<file path="src/rtl/psram_arbiter.sv">
// Round-robin two-port arbiter in front of the QPI PSRAM driver (A: write-only stream, B: host rd/wr).
// Define PSRAM_ARB_TIMEOUT_EN to abort transactions that never see mem_done.
module psram_arbiter #(
    parameter int ADDR_W      = 24,
    parameter int DATA_W      = 16,
    parameter int GAP_CYC     = 2,
    parameter int TIMEOUT_CYC = 64
) (
    input  logic              mem_clk,
    input  logic              rst_n,
    input  logic              mem_ready,
    input  logic              mem_done,
    input  logic [DATA_W-1:0] mem_rdata,
    output logic              mem_rd,
    output logic              mem_wr,
    output logic [ADDR_W-1:0] mem_addr,
    output logic [DATA_W-1:0] mem_wdata,
    input  logic              a_req,
    input  logic [ADDR_W-1:0] a_addr,
    input  logic [DATA_W-1:0] a_wdata,
    output logic              a_ack,
    input  logic              b_req,
    input  logic              b_we,
    input  logic [ADDR_W-1:0] b_addr,
    input  logic [DATA_W-1:0] b_wdata,
    output logic              b_ack,
    output logic [DATA_W-1:0] b_rdata,
    output logic              a_err,
    output logic              b_err,
    output logic              busy
);

    localparam logic [1:0] S_IDLE  = 2'd0;
    localparam logic [1:0] S_ISSUE = 2'd1;
    localparam logic [1:0] S_GAP   = 2'd2;

    logic [1:0]        r_state;
    logic              r_last_b;
    logic              r_own_b;
    logic              r_rd;
    logic              r_wr;
    logic [ADDR_W-1:0] r_addr;
    logic [DATA_W-1:0] r_wdata;
    logic [DATA_W-1:0] r_rdata;
    logic              r_a_ack;
    logic              r_b_ack;
    logic [3:0]        r_gap;

    logic w_grant_b;
    logic w_start;
    logic w_timeout;
    logic w_finish;

    // B wins when it is alone or when A was the last port served.
    assign w_grant_b = b_req && (!a_req || !r_last_b);
    assign w_start   = (r_state == S_IDLE) && mem_ready && (a_req || b_req);
    assign w_finish  = (r_state == S_ISSUE) && (mem_done || w_timeout);

`ifdef PSRAM_ARB_TIMEOUT_EN
    localparam int TW = $clog2(TIMEOUT_CYC + 1);
    logic [TW-1:0] r_to_cnt;
    logic          r_a_err;
    logic          r_b_err;

    // A real mem_done in the final cycle still wins over the abort.
    assign w_timeout = (r_state == S_ISSUE) && !mem_done && (r_to_cnt == TW'(TIMEOUT_CYC - 1));

    always_ff @(posedge mem_clk or negedge rst_n) begin
        if (!rst_n) begin
            r_to_cnt <= '0;
            r_a_err  <= 1'b0;
            r_b_err  <= 1'b0;
        end else begin
            r_to_cnt <= (r_state == S_ISSUE) ? r_to_cnt + 1'b1 : '0;
            r_a_err  <= w_finish && !r_own_b && w_timeout;
            r_b_err  <= w_finish &&  r_own_b && w_timeout;
        end
    end

    assign a_err = r_a_err;
    assign b_err = r_b_err;
`else
    assign w_timeout = 1'b0;
    assign a_err     = 1'b0;
    assign b_err     = 1'b0;
`endif

    always_ff @(posedge mem_clk or negedge rst_n) begin
        if (!rst_n) begin
            r_state  <= S_IDLE;
            r_last_b <= 1'b1;
            r_own_b  <= 1'b0;
            r_rd     <= 1'b0;
            r_wr     <= 1'b0;
            r_addr   <= '0;
            r_wdata  <= '0;
            r_rdata  <= '0;
            r_a_ack  <= 1'b0;
            r_b_ack  <= 1'b0;
            r_gap    <= '0;
        end else begin
            r_a_ack <= 1'b0;
            r_b_ack <= 1'b0;
            case (r_state)
                S_IDLE: begin
                    if (w_start) begin
                        r_own_b  <= w_grant_b;
                        r_last_b <= w_grant_b;
                        r_state  <= S_ISSUE;
                        if (w_grant_b) begin
                            r_addr  <= b_addr;
                            r_wdata <= b_wdata;
                            r_rd    <= !b_we;
                            r_wr    <= b_we;
                        end else begin
                            r_addr  <= a_addr;
                            r_wdata <= a_wdata;
                            r_rd    <= 1'b0;
                            r_wr    <= 1'b1;
                        end
                    end
                end
                S_ISSUE: begin
                    if (w_finish) begin
                        r_rd    <= 1'b0;
                        r_wr    <= 1'b0;
                        r_a_ack <= !r_own_b;
                        r_b_ack <= r_own_b;
                        if (r_own_b && r_rd)
                            r_rdata <= w_timeout ? DATA_W'(16'hDEAD) : mem_rdata;
                        r_gap   <= 4'(GAP_CYC - 1);
                        r_state <= S_GAP;
                    end
                end
                S_GAP: begin
                    if (r_gap == 4'd0) r_state <= S_IDLE;
                    else               r_gap   <= r_gap - 4'd1;
                end
                default: r_state <= S_IDLE;
            endcase
        end
    end

    assign mem_rd    = r_rd;
    assign mem_wr    = r_wr;
    assign mem_addr  = r_addr;
    assign mem_wdata = r_wdata;
    assign a_ack     = r_a_ack;
    assign b_ack     = r_b_ack;
    assign b_rdata   = r_rdata;
    assign busy      = (r_state != S_IDLE);

endmodule

</file>
<file path="config.mk">
export PLATFORM = sky130hd
export DESIGN_NAME = psram_arbiter
export DESIGN_NICKNAME = d
export VERILOG_FILES = /design/src/rtl/psram_arbiter.sv
export SDC_FILE = /design/constraint.sdc
export NUM_CORES = 1
export LEC_CHECK = 0
export ABC_AREA = 1
export CAP_MARGIN = 20
export CELL_PAD_IN_SITES_DETAIL_PLACEMENT = 2
export CELL_PAD_IN_SITES_GLOBAL_PLACEMENT = 2
export CORE_UTILIZATION = 19
export CTS_CLUSTER_SIZE = 10
export DETAILED_ROUTE_END_ITERATION = 12
export GPL_TIMING_DRIVEN = 0
export PLACE_DENSITY = 0.79
export SLEW_MARGIN = 20
export SYNTH_ARGS = -nofsm -noshare
export SYNTH_HDL_FRONTEND = slang
export SYNTH_SLANG_ARGS = --single-unit
</file>
<file path="constraint.sdc">
create_clock -name mem_clk -period 1.2 [get_ports mem_clk]
set_clock_uncertainty 0.2 [all_clocks]
set_input_delay 0.18 -clock mem_clk [delete_from_list [all_inputs] [get_ports mem_clk]]
set_output_delay 0.18 -clock mem_clk [all_outputs]
set_load 0.05 [all_outputs]
</file>
# Word-level counts from Yosys, hierarchy flattened
# Cells that the tools add are included.
# totals
register_bits,68
output_inout_bits,63
elab_cells,59
# classes
add_sub_neg,1
n_eq_ne,6
mux,20
n_reduce_logical,21
# ops
op,n
24-bit 2-to-1 mux,1
16-bit 2-to-1 mux,1
3-bit AND reduction,4
1-bit 2-to-1 mux,9
4-bit 2-to-1 mux,2
2-bit inequality test (second input constant),4
4-bit one-hot mux with 2 select lines,1
2-bit 2-to-1 mux,3
2-bit one-hot mux with 3 select lines,1
2-bit nonzero test,3
1-bit logical AND,5
1-bit logical NOT,4
4-bit logical NOT,1
1-bit one-hot mux with 2 select lines,2
4-bit by 1-bit subtractor with 4-bit output (second input constant),1
2-bit by 1-bit equality test with 1-bit output (second input constant),1
2-bit equality test (second input constant),1
2-bit logical NOT,1
1-bit logical OR,2
2-bit AND reduction,1

# Depth between registers and ports, before layout
# Gate-level depths: netlist of the first run.
# logic_depth
word_depth,6
ltp_mapped,8
depth_no_buf,7

# Worst setup path before layout of the first run
# No wires, ideal clock.
# synth_path
path_type,reg2reg
from,register r_rd (netlist: mem_rd)
to,register r_rdata[0] (netlist: b_rdata[0])
setup_time_ns,0.120
t_arrival_ns,1.115
setup_slack_ns,-0.235
path_stages_with_launch,5
n_path_buf,1
synth_period_minus_slack_ns,1.435
cell_sequence,dfrtp_1 > nand3_4 > buf_6 > nand2_1 > o21ai_2
# synth_via
elab_chain_len,2
# synth_lines
item,line_no,rtl
start: declaration,40,logic r_rd;
start signal: assignment,113,r_rd <= !b_we;
1-bit logical AND,129,if (r_own_b && r_rd)
3-bit AND reduction (no line),--,
end signal: assignment,130,r_rdata <= w_timeout ? DATA_W'(16'hDEAD) : mem_rdata;
end: declaration,44,logic [DATA_W-1:0] r_rdata;
# No other way between the ends.
# A chain may end at the register's enable or synchronous reset.

# Worst setup path in the final report of the first run
# layout_path
from,register r_state[0]
to,output port busy
# layout_via
elab_chain_len,1
# layout_lines
item,line_no,rtl
start: declaration,37,logic [1:0] r_state;
start signal: assignment,90,r_state <= S_IDLE;
start signal: assignment,109,r_state <= S_ISSUE;
start signal: assignment,132,r_state <= S_GAP;
2-bit nonzero test,151,assign busy = (r_state != S_IDLE);
end: declaration,30,output logic busy
# No other way between the ends.

==> results of run 1 <==
per-stage QoR:
| stage | hold WS, ns | total power, mW | setup TNS (ns) |
|---|---|---|---|
| floorplan | -0.316 | 8.89 | -7.71 |
| global placement | 0.262 | 11.7 | -242.71 |
| detailed placement | -0.0590 | 11.9 | -54.11 |
| CTS | 0.137 | 16.2 | -22.93 |
| global route | 0.111 | 17.7 | -28.94 |
| finish | 0.105 | 16.8 | -22.21 |
worst paths after layout:
| path | end | startpoint | slack (ns) |
|---|---|---|---|
| worst max-delay path | busy | r_state[0] | -0.34 |
| worst min-delay path | mem_addr[4] | rst_n | 0.10 |
| worst max register to register | mem_addr[5] | r_last_b | -0.31 |
| worst min register to register | b_rdata[5] | b_rdata[5] | 0.31 |
| max in group asynchronous | r_last_b | rst_n | 0.13 |
| min in group mem_clk | b_rdata[0] | mem_rdata[0] | 0.20 |
state kept, by name, summed over array words and instances, names as in the netlist, 2 cells and up:
| register | cells |
|---|---|
| mem_wdata | 16 |
| r_state | 2 |
| r_gap | 4 |
| mem_addr | 24 |
| b_rdata | 16 |
metal layers:
layer  up-vias  track usage, %  wire length [µm]
li1       1778               -                 -
met1      1792            17.2              5780
met2       107            28.0              7290
met3        17            3.85               789
met4         0            4.61               265
met5         -               0                 0
final cells by class:
cell class / instances / share of cell area (%)
multi-input combinational: 320 / 24.4
tap: 220 / 4.17
inverter: 27 / 1.95
buffer: 21 / 3.90
clock inverter: 6 / 0.966
sequential: 68 / 25.8
clock buffer: 10 / 3.62
timing repair buffer: 226 / 35.2
cell usage in the layout (no fill, tap or decap), types with 3 or more instances in the layout:
| master | n |
|---|---|
| dfrtp_1 | 65 |
| nor2_4 | 5 |
| clkdlybuf4s50_1 | 99 |
| buf_16 | 3 |
| nand2_4 | 12 |
| nand2_2 | 44 |
| buf_4 | 54 |
| buf_6 | 76 |
| inv_2 | 4 |
| o21ai_2 | 16 |
| inv_1 | 20 |
| buf_12 | 4 |
| nand3_1 | 4 |
| o21ai_1 | 4 |
| clkbuf_16 | 11 |
| buf_8 | 6 |
| nand2_1 | 217 |
| nor2_1 | 4 |
cell families after synthesis:
group,after synthesis
AO/OA/AOI/OAI,23
other,1
flip-flops,68
XOR/XNOR,1
buffers and inverters,48
AND/OR/NAND/NOR,292
adder cells (fa/ha/maj),2
repair_timing:
item                       4_1_cts  5_1_grt
setup buffers                   33       24
pin swaps                       15       14
hold endpoints to repair        67        0
gates cloned                     4        2
setup endpoints to repair      129      132
hold buffers                     1        0
resized for setup              506       43
power groups by stage:
stage,registers (mW),clock network (mW),logic [mW]
6_report,4.15,2.71,9.96
5_1_grt,4.26,2.91,10.6
4_1_cts,4.13,2.81,9.28
3_5_place_dp,3.98,0,7.96
3_3_place_gp,3.93,0,7.77
2_1_floorplan,6.93,0,1.95
==> flow_results.xml, run 1 <==
<?xml version="1.0" encoding="UTF-8"?>
<metrics>
  <group name="status">
    <metric name="outcome" unit="">finished, violations left</metric>
    <metric name="failed_checks" unit="">setup timing</metric>
  </group>
  <group name="yosys">
    <metric name="dominant_combinational_cell_family_by_area_after_synthesis" unit="">simple AND/OR/NAND/NOR gates</metric>
    <metric name="synth_common_cells" unit="">272 x nand2_1, 67 x dfrtp_1, 25 x inv_1, 16 x o21ai_2, 12 x buf_2</metric>
    <metric name="yosys.cell_count.top_type" unit="">nand2_1</metric>
    <metric name="post_synth_inst_count" unit="">435</metric>
    <metric name="fraction_of_the_mapped_netlist_area_in_compound_gates" unit="%">5.29</metric>
    <metric name="yosysTopAreaCellShare" unit="%">50.6</metric>
    <metric name="synth_area_leaders" unit="">dfrtp_1 51%, nand2_1 31%, o21ai_2 4.2%</metric>
    <metric name="synth_top_cell_by_area" unit="">dfrtp_1</metric>
    <metric name="register_area_share_after_synthesis" unit="%">51.4</metric>
    <metric name="fraction_of_registers_with_async_set_reset" unit="%">100</metric>
    <metric name="yosys_warnings" unit="">0</metric>
    <metric name="yosysUniqueCellTypes" unit="">23</metric>
    <metric name="syn-mean-instance-area" unit="µm²">7.61</metric>
    <metric name="yosys.area_share.simple" unit="%">34.4</metric>
    <metric name="number_of_enable_type_register_cells_in_the_synthesized_netlist" unit="">0</metric>
    <metric name="post_synth_fa_ha_maj_area_fraction" unit="%">0.756</metric>
    <metric name="synth_area" unit="µm²">3310</metric>
    <metric name="ys_ff_latch" unit="">68</metric>
    <metric name="primary_flip_flop_cell_chosen_by_synthesis_mapping" unit="">dfrtp_1</metric>
    <metric name="synth_xor_area_share" unit="%">0.265</metric>
    <metric name="synthMuxAreaShare" unit="%">0</metric>
  </group>
  <group name="setup_path">
    <metric name="count_of_buffer_and_inverter_cells_on_the_critical_path" unit="">2</metric>
    <metric name="cpLargestDelayFamily" unit="">flip-flops</metric>
    <metric name="slowest_stage" unit="">dfrtp_2</metric>
    <metric name="critPathMaxStageDelay" unit="ns">0.47</metric>
    <metric name="worst-path-max-fanout" unit="">4</metric>
    <metric name="start_kind" unit="">register</metric>
    <metric name="criticalPathCategory" unit="">reg -&gt; out</metric>
    <metric name="worstPathRequired" unit="ns">0.82</metric>
    <metric name="reg2regPathDepth" unit="">8</metric>
    <metric name="path_cells" unit="">nor2_4, inv_2, buf_6</metric>
    <metric name="setup.worst_path.end_class" unit="">output port</metric>
    <metric name="cp.arrival" unit="ns">1.16</metric>
    <metric name="cell_count_along_the_critical_path" unit="">3</metric>
  </group>
  <group name="grt">
    <metric name="grt_pass1_wl" unit="µm">21100</metric>
    <metric name="grt_overflow_total" unit="">0</metric>
    <metric name="via_count_of_the_first_global_routing_pass" unit="">4136</metric>
    <metric name="grt_max_degree" unit="">42</metric>
    <metric name="antenna_violations_before_repair" unit="">0</metric>
    <metric name="grt_util_all_layers" unit="%">15.2</metric>
  </group>
  <group name="floorplanning">
    <metric name="floorplan.initialDensity" unit="%">19.7</metric>
    <metric name="die_area" unit="µm²">18000</metric>
    <metric name="fp.dieH" unit="µm">134</metric>
    <metric name="die-width" unit="µm">134</metric>
    <metric name="num_rows" unit="">47</metric>
    <metric name="core_area" unit="µm²">16800</metric>
    <metric name="boundaryPins" unit="">166</metric>
  </group>
  <group name="power_and_ir_drop">
    <metric name="netSwitchingPower" unit="mW">7.77</metric>
    <metric name="pint" unit="mW">9.05</metric>
    <metric name="p_clk_share" unit="%">16.1</metric>
    <metric name="combinationalPowerShare" unit="%">59.2</metric>
    <metric name="seq_power_share" unit="%">24.7</metric>
    <metric name="power_density" unit="nW/µm²">2550</metric>
    <metric name="swShare" unit="%">46.2</metric>
    <metric name="worst_ir_drop_on_vdd" unit="V">0.00117</metric>
    <metric name="power_leakage" unit="nW">3.39</metric>
  </group>
  <group name="run">
    <metric name="maxCapViolCount" unit="">0</metric>
  </group>
  <group name="sta">
    <metric name="fin_crit_sh" unit="%">129</metric>
    <metric name="final_max_slew_viol_count" unit="">0</metric>
    <metric name="fin_crit" unit="ns">1.54</metric>
    <metric name="setup_viol" unit="">129</metric>
    <metric name="setup_repair_after_global_routing_missed_its_margin" unit="">yes</metric>
    <metric name="hold_violations" unit="">0</metric>
    <metric name="achievable-frequency" unit="GHz">0.648</metric>
    <metric name="final_setup_margin" unit="ns">-0.344</metric>
  </group>
  <group name="clock_tree">
    <metric name="total_cts_buffers" unit="">9</metric>
    <metric name="clk_pin_slew_worst_paths" unit="ns">0.06</metric>
    <metric name="tritoncts_clock_tree" unit="">yes</metric>
    <metric name="clock_sinks" unit="">68</metric>
    <metric name="htreeDepth" unit="">3</metric>
    <metric name="worstSkewPairLatency" unit="ns">0.33</metric>
    <metric name="clockBufferDepth" unit="">2</metric>
    <metric name="cts_root_buffer" unit="">clkbuf_16</metric>
  </group>
  <group name="detailed_routing">
    <metric name="antenna_left" unit="">0</metric>
    <metric name="drt_wl_total" unit="µm">14100</metric>
    <metric name="route.detailed.wl_per_inst" unit="µm">15.7</metric>
    <metric name="detail_route.vias_per_cell" unit="">4.11</metric>
    <metric name="routed_vias" unit="">3694</metric>
    <metric name="post-route-drc-count" unit="">0</metric>
    <metric name="drt_pre_antenna_iters" unit="">4</metric>
    <metric name="dr.first_iter.drc_count" unit="">56</metric>
  </group>
  <group name="final_layout">
    <metric name="syn2layout_area_growth" unit="%">99.6</metric>
    <metric name="stdcell_count" unit="">898</metric>
    <metric name="fillerInstances" unit="">1849</metric>
    <metric name="seqCellArea" unit="µm²">1710</metric>
    <metric name="post_layout_utilization_of_the_core" unit="%">39.3</metric>
    <metric name="diodes" unit="">0</metric>
    <metric name="fin_nets" unit="">778</metric>
    <metric name="multiInputGateArea" unit="µm²">1610</metric>
    <metric name="fin_area" unit="µm²">6610</metric>
    <metric name="final_layout_size_suffix_gt1_share" unit="%">37.6</metric>
  </group>
  <group name="placed_design">
    <metric name="post_dp_cell_area" unit="µm²">5310</metric>
    <metric name="gp_routability_congestion" unit="">0.729</metric>
    <metric name="dp.final_hpwl" unit="µm">9560</metric>
    <metric name="dp_worst_setup_slack" unit="ns">-0.625</metric>
    <metric name="place.detailed.instances" unit="">820</metric>
    <metric name="io_buffers" unit="">163</metric>
  </group>
  <group name="worst_hold_path">
    <metric name="hold_path_class" unit="">in -&gt; async</metric>
  </group>
</metrics>
No activity file was read; power rests on OpenSTA's default activity.
==> inputs of run 2 (changes only) <==
Settings changed: CORE_MARGIN set to 1.
==> results of run 2 <==
The final DEF is identical to that of run 1; final timing and power are the same.
==> inputs of run 3 (changes only) <==
Settings changed: CELL_PAD_IN_SITES_DETAIL_PLACEMENT 2 to 0, CELL_PAD_IN_SITES_GLOBAL_PLACEMENT 2 to 1, CORE_UTILIZATION 19 to 25.
==> flow_results.xml, run 3 (same netlist as run 1, synthesis figures left out) <==
<?xml version="1.0" encoding="UTF-8"?>
<metrics>
  <group name="status">
    <metric name="outcome" unit="">finished, violations left</metric>
    <metric name="failed_checks" unit="">setup timing</metric>
  </group>
  <group name="final_layout">
    <metric name="fillerInstances" unit="">1214</metric>
    <metric name="final_layout_size_suffix_gt1_share" unit="%">37.7</metric>
    <metric name="largest_reg_flops" unit="">24</metric>
    <metric name="seqCellArea" unit="µm²">1710</metric>
    <metric name="layout.cells.most_common" unit="">nand2_1</metric>
    <metric name="post_layout_utilization_of_the_core" unit="%">50.8</metric>
    <metric name="syn2layout_area_growth" unit="%">96.0</metric>
    <metric name="fin_nets" unit="">771</metric>
    <metric name="multiInputGateArea" unit="µm²">1650</metric>
    <metric name="mostFrequentLayoutCells" unit="">217 x nand2_1, 100 x clkdlybuf4s50_1, 83 x buf_6, 65 x dfrtp_1, 47 x nand2_2</metric>
  </group>
  <group name="floorplanning">
    <metric name="floorplan.initialDensity" unit="%">25.9</metric>
    <metric name="die_area" unit="µm²">13700</metric>
    <metric name="boundaryPins" unit="">166</metric>
    <metric name="num_rows" unit="">41</metric>
    <metric name="core_area" unit="µm²">12800</metric>
    <metric name="fp.dieH" unit="µm">117</metric>
    <metric name="die-width" unit="µm">117</metric>
  </group>
  <group name="placed_design">
    <metric name="io_buffers" unit="">163</metric>
    <metric name="dp.final_hpwl" unit="µm">7320</metric>
    <metric name="gp_routability_congestion" unit="">0.754</metric>
  </group>
  <group name="sta">
    <metric name="achievable-frequency" unit="GHz">0.662</metric>
    <metric name="fin_crit_sh" unit="%">126</metric>
    <metric name="final_setup_margin" unit="ns">-0.311</metric>
    <metric name="hold_violations" unit="">0</metric>
    <metric name="setup_repair_after_global_routing_missed_its_margin" unit="">yes</metric>
    <metric name="setup_viol" unit="">129</metric>
    <metric name="final_max_slew_viol_count" unit="">0</metric>
    <metric name="final.setup.tns" unit="ns">-19.89</metric>
    <metric name="fin_crit" unit="ns">1.51</metric>
  </group>
  <group name="detailed_routing">
    <metric name="drt_wl_total" unit="µm">11000</metric>
    <metric name="dr.first_iter.drc_count" unit="">100</metric>
    <metric name="detail_route.vias_per_cell" unit="">4.14</metric>
    <metric name="post-route-drc-count" unit="">0</metric>
    <metric name="antenna_left" unit="">0</metric>
    <metric name="drt_pre_antenna_iters" unit="">4</metric>
    <metric name="routed_vias" unit="">3492</metric>
    <metric name="route.detailed.wl_per_inst" unit="µm">13.0</metric>
  </group>
  <group name="grt">
    <metric name="grt_overflow_total" unit="">0</metric>
    <metric name="via_count_of_the_first_global_routing_pass" unit="">3398</metric>
    <metric name="grt_max_degree" unit="">46</metric>
    <metric name="antenna_violations_before_repair" unit="">1</metric>
    <metric name="grt_pass1_wl" unit="µm">16100</metric>
    <metric name="grt_util_all_layers" unit="%">15.6</metric>
  </group>
  <group name="power_and_ir_drop">
    <metric name="power_leakage" unit="nW">3.34</metric>
    <metric name="combinationalPowerShare" unit="%">59.8</metric>
    <metric name="worst_ir_drop_on_vdd" unit="V">0.00118</metric>
    <metric name="power_density" unit="nW/µm²">2490</metric>
    <metric name="netSwitchingPower" unit="mW">7.50</metric>
    <metric name="swShare" unit="%">46.5</metric>
    <metric name="pint" unit="mW">8.63</metric>
    <metric name="seq_power_share" unit="%">25.4</metric>
    <metric name="p_clk_share" unit="%">14.8</metric>
  </group>
  <group name="worst_hold_path">
    <metric name="hold_path_class" unit="">in -&gt; async</metric>
  </group>
  <group name="setup_path">
    <metric name="setup.worst_path.end_class" unit="">register</metric>
    <metric name="worst-path-max-fanout" unit="">5</metric>
    <metric name="count_of_buffer_and_inverter_cells_on_the_critical_path" unit="">2</metric>
    <metric name="reg2regPathDepth" unit="">8</metric>
    <metric name="critPathMaxStageDelay" unit="ns">0.56</metric>
    <metric name="path_common_cell" unit="">nand2_1</metric>
    <metric name="slowest_stage" unit="">dfstp_2</metric>
    <metric name="criticalPathCategory" unit="">reg -&gt; reg</metric>
    <metric name="path_cells" unit="">nand2_4, nand2_8, clkinv_8, clkbuf_16, nand2_2, nand2_1, nand2_1, nand2_1</metric>
    <metric name="worst_reg2reg_path_endpoint" unit="">mem_addr[20]</metric>
    <metric name="worstPathRequired" unit="ns">1.22</metric>
    <metric name="cp.arrival" unit="ns">1.53</metric>
    <metric name="start_kind" unit="">register</metric>
    <metric name="reg2reg_slack" unit="ns">-0.31</metric>
    <metric name="worstReg2RegStart" unit="">r_last_b</metric>
    <metric name="cpLargestDelayFamily" unit="">flip-flops</metric>
  </group>
  <group name="clock_tree">
    <metric name="worstSkewPairLatency" unit="ns">0.32</metric>
    <metric name="cts_root_buffer" unit="">clkbuf_16</metric>
    <metric name="clk_pin_slew_worst_paths" unit="ns">0.06</metric>
    <metric name="tritoncts_clock_tree" unit="">yes</metric>
    <metric name="clock_sinks" unit="">68</metric>
    <metric name="htreeDepth" unit="">3</metric>
    <metric name="total_cts_buffers" unit="">9</metric>
    <metric name="clockBufferDepth" unit="">2</metric>
  </group>
  <group name="run">
    <metric name="maxCapViolCount" unit="">0</metric>
  </group>
</metrics>
==> run 3: changes by cell type in the layout (fill, tap and decap cells not counted), sizes merged <==
cell and change:
buf -10, nand2 +1, clkdlybuf4s50 +1, dlygate4sd2 -2, bufinv -1, dlymetal6s2s +1, clkinv +3, diode +1
==> run 3: worst max path at each step <==
stage / slack (ns) / cells past startpoint / start / endpoint
2_1_floorplan: -0.14 / 8 / r_last_b / mem_addr[0]
3_3_place_gp: -2.84 / 1 / rst_n / mem_rd
3_5_place_dp: -0.59 / 3 / r_state[0] / busy
4_1_cts: -0.25 / 8 / r_last_b / mem_addr[16]
5_1_grt: -0.37 / 8 / r_last_b / mem_addr[17]
6_report: -0.31 / 8 / r_last_b / mem_addr[20]
==> run 3: repair_timing <==
action	CTS	global route
setup buffers	27	17
pin swaps	9	29
setup endpoints to repair	127	129
hold buffers	1	0
resized for setup	498	56
hold endpoints to repair	67	0
gates cloned	5	5
==> run 3: routing by layer <==
layer / vias up / global-route usage, % / share of wire (%) / routed length (µm)
li1: 1764 / - / - / -
met1: 1619 / 17.5 / 41 / 4520
met2: 89 / 28.2 / 53 / 5800
met3: 20 / 2.99 / 3.7 / 409
met4: 0 / 8.10 / 2.5 / 272
met5: - / 0 / 0 / 0
==> run 3: area by class of cell <==
| type | instances | share of cell area, % |
|---|---|---|
| antenna | 1 | 0.0386 |
| buffer | 21 | 3.78 |
| clock buffer | 9 | 3.47 |
| clock inverter | 7 | 0.675 |
| inverter | 27 | 1.99 |
| multi-input combinational | 321 | 25.5 |
| sequential | 68 | 26.3 |
| tap | 172 | 3.32 |
| timing repair buffer | 217 | 34.8 |
| timing repair inverter | 1 | 0.135 |
==> run 3: power groups by stage <==
stage	sequential (mW)	clock, mW	combinational (mW)
2_1_floorplan	6.93	0	1.95
3_3_place_gp	3.92	0	7.69
3_5_place_dp	3.93	0	7.78
4_1_cts	4.09	2.46	8.93
5_1_grt	4.22	2.57	10.3
6_report	4.10	2.39	9.64
==> run 3: per-stage QoR <==
step                      area (µm²)  setup slack [ns]  hold slack [ns]  power [mW]  std cells
after floorplan                 3380            -0.137           -0.316        8.89        436
after global placement          5230             -2.84            0.261        11.6        771
after detailed placement        5250            -0.589          -0.0897        11.7        772
after CTS                       6070            -0.250            0.105        15.5        821
after global routing            6490            -0.373            0.134        17.1        844
final                           6490            -0.311           0.0979        16.1        844
